$ cat src/rtl/sap1_controller.sv
// Purpose : SAP-1 controller-sequencer; one-hot T1..T6 ring plus opcode decode into bus strobes.
// Latency : outputs are a combinational decode of the current state; one instruction takes 6 clocks (4/5/6 with VARIABLE_CYCLE=1).
// Backpr. : none; run is sampled only in IDLE, and HALT holds until reset_n.
//
// Ports:
//   clk, reset_n       : system clock, asynchronous active-low reset
//   run                : start enable, looked at only while IDLE
//   opcode[3:0]        : IR[7:4], used only in T4..T6
//   t_state[5:0]       : one-hot T-state (bit0=T1), zero in IDLE/HALT
//   pc_* / mar_load / ram_enable_output / ir_* / acc_* / b_load / alu_* / out_load : datapath strobes
//   halted             : high while in HALT
module sap1_controller #(
    parameter logic [3:0] OP_LDA         = 4'h0,
    parameter logic [3:0] OP_ADD         = 4'h1,
    parameter logic [3:0] OP_SUB         = 4'h2,
    parameter logic [3:0] OP_OUT         = 4'hE,
    parameter logic [3:0] OP_HLT         = 4'hF,
    parameter bit         VARIABLE_CYCLE = 1'b0
) (
    input  logic       clk,
    input  logic       reset_n,
    input  logic       run,
    input  logic [3:0] opcode,
    output logic [5:0] t_state,
    output logic       pc_enable_output,
    output logic       pc_increment,
    output logic       mar_load,
    output logic       ram_enable_output,
    output logic       ir_load,
    output logic       ir_enable_output,
    output logic       acc_load,
    output logic       acc_enable_output,
    output logic       b_load,
    output logic       alu_operation,
    output logic       alu_enable_output,
    output logic       out_load,
    output logic       halted
);

    typedef enum logic [2:0] {
        S_IDLE = 3'd0,
        S_T1   = 3'd1,
        S_T2   = 3'd2,
        S_T3   = 3'd3,
        S_T4   = 3'd4,
        S_T5   = 3'd5,
        S_T6   = 3'd6,
        S_HALT = 3'd7
    } state_t;

    state_t r_state;
    state_t w_next;

    // Opcode classes; anything not recognised executes as a NOP.
    logic w_is_lda;
    logic w_is_add;
    logic w_is_sub;
    logic w_is_out;
    logic w_is_hlt;
    logic w_is_nop;

    assign w_is_lda = (opcode == OP_LDA);
    assign w_is_add = (opcode == OP_ADD);
    assign w_is_sub = (opcode == OP_SUB);
    assign w_is_out = (opcode == OP_OUT);
    assign w_is_hlt = (opcode == OP_HLT);
    assign w_is_nop = !(w_is_lda || w_is_add || w_is_sub || w_is_out || w_is_hlt);

    // Reset acts immediately, so every output (a pure decode of r_state)
    // drops to zero without waiting for a clock edge.
    always_ff @(posedge clk or negedge reset_n) begin
        if (!reset_n) begin
            r_state <= S_IDLE;
        end else begin
            r_state <= w_next;
        end
    end

    always_comb begin
        w_next            = r_state;
        t_state           = 6'b000000;
        pc_enable_output  = 1'b0;
        pc_increment      = 1'b0;
        mar_load          = 1'b0;
        ram_enable_output = 1'b0;
        ir_load           = 1'b0;
        ir_enable_output  = 1'b0;
        acc_load          = 1'b0;
        acc_enable_output = 1'b0;
        b_load            = 1'b0;
        alu_operation     = 1'b0;
        alu_enable_output = 1'b0;
        out_load          = 1'b0;
        halted            = 1'b0;

        case (r_state)
            S_IDLE: begin
                if (run) begin
                    w_next = S_T1;
                end
            end

            // Fetch: opcode is deliberately not looked at in T1..T3.
            S_T1: begin
                t_state          = 6'b000001;
                pc_enable_output = 1'b1;
                mar_load         = 1'b1;
                w_next           = S_T2;
            end

            S_T2: begin
                t_state      = 6'b000010;
                pc_increment = 1'b1;
                w_next       = S_T3;
            end

            S_T3: begin
                t_state           = 6'b000100;
                ram_enable_output = 1'b1;
                ir_load           = 1'b1;
                w_next            = S_T4;
            end

            S_T4: begin
                t_state = 6'b001000;
                if (w_is_lda || w_is_add || w_is_sub) begin
                    ir_enable_output = 1'b1;
                    mar_load         = 1'b1;
                end else if (w_is_out) begin
                    acc_enable_output = 1'b1;
                    out_load          = 1'b1;
                end

                if (w_is_hlt) begin
                    w_next = S_HALT;
                end else if (VARIABLE_CYCLE && (w_is_out || w_is_nop)) begin
                    w_next = S_T1;
                end else begin
                    w_next = S_T5;
                end
            end

            S_T5: begin
                t_state = 6'b010000;
                if (w_is_lda) begin
                    ram_enable_output = 1'b1;
                    acc_load          = 1'b1;
                end else if (w_is_add || w_is_sub) begin
                    ram_enable_output = 1'b1;
                    b_load            = 1'b1;
                end

                if (VARIABLE_CYCLE && w_is_lda) begin
                    w_next = S_T1;
                end else begin
                    w_next = S_T6;
                end
            end

            S_T6: begin
                t_state = 6'b100000;
                if (w_is_add || w_is_sub) begin
                    alu_enable_output = 1'b1;
                    acc_load          = 1'b1;
                    alu_operation     = w_is_sub;
                end
                // run is not consulted here: a started machine keeps going.
                w_next = S_T1;
            end

            S_HALT: begin
                halted = 1'b1;
                w_next = S_HALT;
            end

            default: begin
                w_next = S_IDLE;
            end
        endcase
    end

endmodule

$ cat config.mk
export PLATFORM = sky130hd
export DESIGN_NAME = sap1_controller
export DESIGN_NICKNAME = d
export VERILOG_FILES = /design/src/rtl/sap1_controller.sv
export SDC_FILE = /design/constraint.sdc
export NUM_CORES = 1
export LEC_CHECK = 0
export ABC_AREA = 1
export BUFFER_PORTS_ARGS = -buffer_cell sky130_fd_sc_hd__buf_4
export CAP_MARGIN = 20
export CORE_AREA = 5 5 42 44
export CTS_CLUSTER_SIZE = 16
export DETAILED_ROUTE_END_ITERATION = 6
export DIE_AREA = 0 0 47 49
export MAX_ROUTING_LAYER = met4
export PLACE_DENSITY = 0.6
export SLEW_MARGIN = 5
export SYNTH_ARGS = -nofsm -noshare
export SYNTH_HDL_FRONTEND = slang
export SYNTH_SLANG_ARGS = --single-unit
$ cat constraint.sdc
create_clock -name clk -period 1.3 [get_ports clk]
set_clock_uncertainty 0.1 [all_clocks]
set_input_delay 0.13 -clock clk [delete_from_list [all_inputs] [get_ports clk]]
set_output_delay 0.13 -clock clk [all_outputs]
set_load 0.05 [all_outputs]
==> impl_results.md <==
* Vias at 551
* Skew-Pair Late Insertion Delay at 0.24 ns
* CP endpoint kind: output pin
* Share of the yosys chip area belonging to registers at 22.7%
* Critical Path Start Type: flip-flop
* RSZ-0062 raised after global routing: yes
* Slowest CP cell: dfrtp_1
* Tmin final at 1.59 ns
* Routed Wire Length at 1440 µm
* Max Fclk at 628 MHz
* Post-Syn Nets at 68
* Post-synthesis cell count at 61
* Arr. time, crit path at 1.36 ns
* Share of cells above drive strength 1 at 70.8%
* Pre-CTS WS at -0.0808 ns
* Reg2reg start: r_state[0]$_DFFE_PN0P_
* YS warnings at 0
* Max Root-Sink Buffers at 2
* CP startpoint: r_state[1]$_DFFE_PN0P_
* Height of the die at 49 µm
* Clock buffer count from CTS at 3
* Unique masters post-synth at 15
* Starting Density at 23.6%
* Max_slew headroom at 79.1%
* Power per standard cell area at 2630 nW/µm²
* Pins over their slew limit at 0
* First-pass GRT wire length at 2360 µm
* RePlAce Congestion at 0.814
* Antenna-violating nets left at 0
* Setup ws final at -0.293 ns
* CTS Root Cell: clkbuf_4
* Initial antenna violation count at 0
* Width of the die at 47 µm
* Hold slack at 0.0783 ns
* DIE AREA at 2300 µm²
* Avg Synthesized Cell Area at 5.42 µm²
* Number of flip-flops in the largest register at 3
* TritonCTS clock tree: built
* Vias in the first global route at 564
* Drt first pass iters at 4
* Lkg Pwr at 0.536 nW
* Flops & latches, synth at 3
* # diodes at 0
* Hold/Removal Path Class: primary input to flip-flop
* Critical path type: flip-flop to output pin
* Metal-1 WL at 496 µm
* Routed wl met2 at 803 µm
* Routed len/inst at 11.1 µm
* Worst Hold Launch: run
* Switching share of power at 52.0%
* Least-Margin Pin Slew at 0.312 ns
* Max-Cap Viols at 0
* Remaining DRCs at 0
* Worst vdd ir at 1500 µV
* Synthesized area at 330 µm²
* CP dominant cell by count: buf_6
* I/O pins at 26
* Largest net degree at the start of global routing at 7
* GRT Total Usage at 14.5%
* Family with the most delay on the worst path: flip-flops
* CP Cell Sequence: inv_2, buf_6, nand3_4, nor3b_4, buf_6
* Setup tns final at -3.82 ns
* Metal3 WL at 101 µm
* Dpl hpwl at 1050 µm
* # port buffers at 25
* Cell Rows at 14
* Switching pwr at 0.00139 W
* Top flop regs: r_state x3
* Reg clk slew, reported paths at 0.04 ns
* Area growth from synthesis to layout at 208%
* Seq pwr share at 8.0%
* Highest routed layer: met4
* Max H-tree Level at 1
* Nets at 121
* Hold Fails Final Rpt at 0
* Critical-path maximum fanout at 3
* Placed inst area at 729 µm²
* Reg with most FFs: r_state
* Req. time, crit path at 1.07 ns
* Logic pwr share at 85.8%
* CP peak stage delay at 0.40 ns
* Fin crit share at 123%
* Sum of buffers and inverters on the critical path at 3
* Clock power share at 6.2%
* Post-route cell area at 1020 µm²
* Sink Count at 3
* GRT overflow at 0
* Via density at 4.27
* Final Setup Violations at 20
* Outcome: finished, violations left
* DRT iter0 DRCs at 7
* Failing checks: setup timing
* Pint at 0.00128 W
* Core box area at 1400 µm²
-- routing by layer --
layer,global-route usage (%),vias to the layer above
met5,-,-
met4,5.53,0
met3,4.06,4
met2,26.2,21
met1,13.7,242
li1,-,284
-- cells by family after synthesis --
group	after synthesis	synth area share, %
AND/OR/NAND/NOR	36	47.4
buffers and inverters	19	25.0
AO/OA/AOI/OAI	3	4.92
flip-flops	3	22.7
-- what timing repair did --
| action | CTS | global route |
|---|---|---|
| pin swaps | 3 | 4 |
| hold endpoints to repair | 3 | 0 |
| cloned | 0 | 0 |
| resized for setup | 36 | 21 |
| buffers inserted | 3 | 6 |
| setup endpoints to repair | 19 | 19 |
| hold buffers | 1 | 0 |
-- Yosys cell counts --
cell type	count	share of area, %
nand2_1	16	18
inv_1	13	15
nor2_1	10	11
nand3_1	6	9.1
inv_2	4	4.5
dfrtp_1	3	23
a21oi_1	1	1.5
buf_4	1	2.3
buf_6	1	3.4
nand3_2	1	3.0
nor2_2	1	1.9
nor3_1	1	1.5
nor3b_1	1	2.3
o21ai_1	1	1.5
o22ai_1	1	1.9
-- final cells by class --
type	instances	area [µm²]
Tap cell	16	20.0
Timing Repair Buffer	50	513
Fill cell	118	384
Sequential cell	3	77.6
Multi-Input combinational cell	39	305
Clock buffer	4	26.3
Inverter	17	75.1
-- through the flow --
stage / util, % / power (W) / cells
after CTS: 64.8 / 0.00237 / 124
after global placement: 52.1 / 0.00181 / 117
final: 72.6 / 0.00267 / 129
after detailed placement: 52.1 / 0.00183 / 117
after floorplan: - / 0.00124 / 61
after global routing: 72.6 / 0.00283 / 129
-- final timing paths --
kind	slack (ns)	cells after the start	to
worst max-delay path	-0.29	5	acc_enable_output
worst min-delay path	0.08	5	r_state[0]$_DFFE_PN0P_
worst max register to register	-0.07	7	r_state[0]$_DFFE_PN0P_
worst min register to register	0.62	3	r_state[2]$_DFFE_PN0P_
max in group asynchronous	0.87	2	r_state[0]$_DFFE_PN0P_
min in group asynchronous	0.12	2	r_state[2]$_DFFE_PN0P_
-- worst min-delay path: stages --
cell and delay (ns):
buf_4 0.08, inv_1 0.03, nand2_1 0.05, a21oi_1 0.05, inv_1 0.04
-- cell usage in the layout, fill, tap and decap left out, types with 2 or more instances in the layout --
cell and count:
nor2_1 6, inv_1 7, inv_2 7, nand3_1 4
nand2_1 12, buf_4 22, buf_8 9, nand2_4 3
nor2_4 5, dfrtp_2 2, nand3_4 3, buf_6 18
clkbuf_4 3
-- power groups by stage --
stage               combinational [W]  clock, W  sequential, W
floorplan                     0.00104         0       0.000200
global placement              0.00162         0       0.000194
detailed placement            0.00164         0       0.000194
CTS                           0.00201  0.000169       0.000196
global route                  0.00242  0.000184       0.000222
finish                        0.00229  0.000166       0.000215
(Power assumes the default switching activity.)
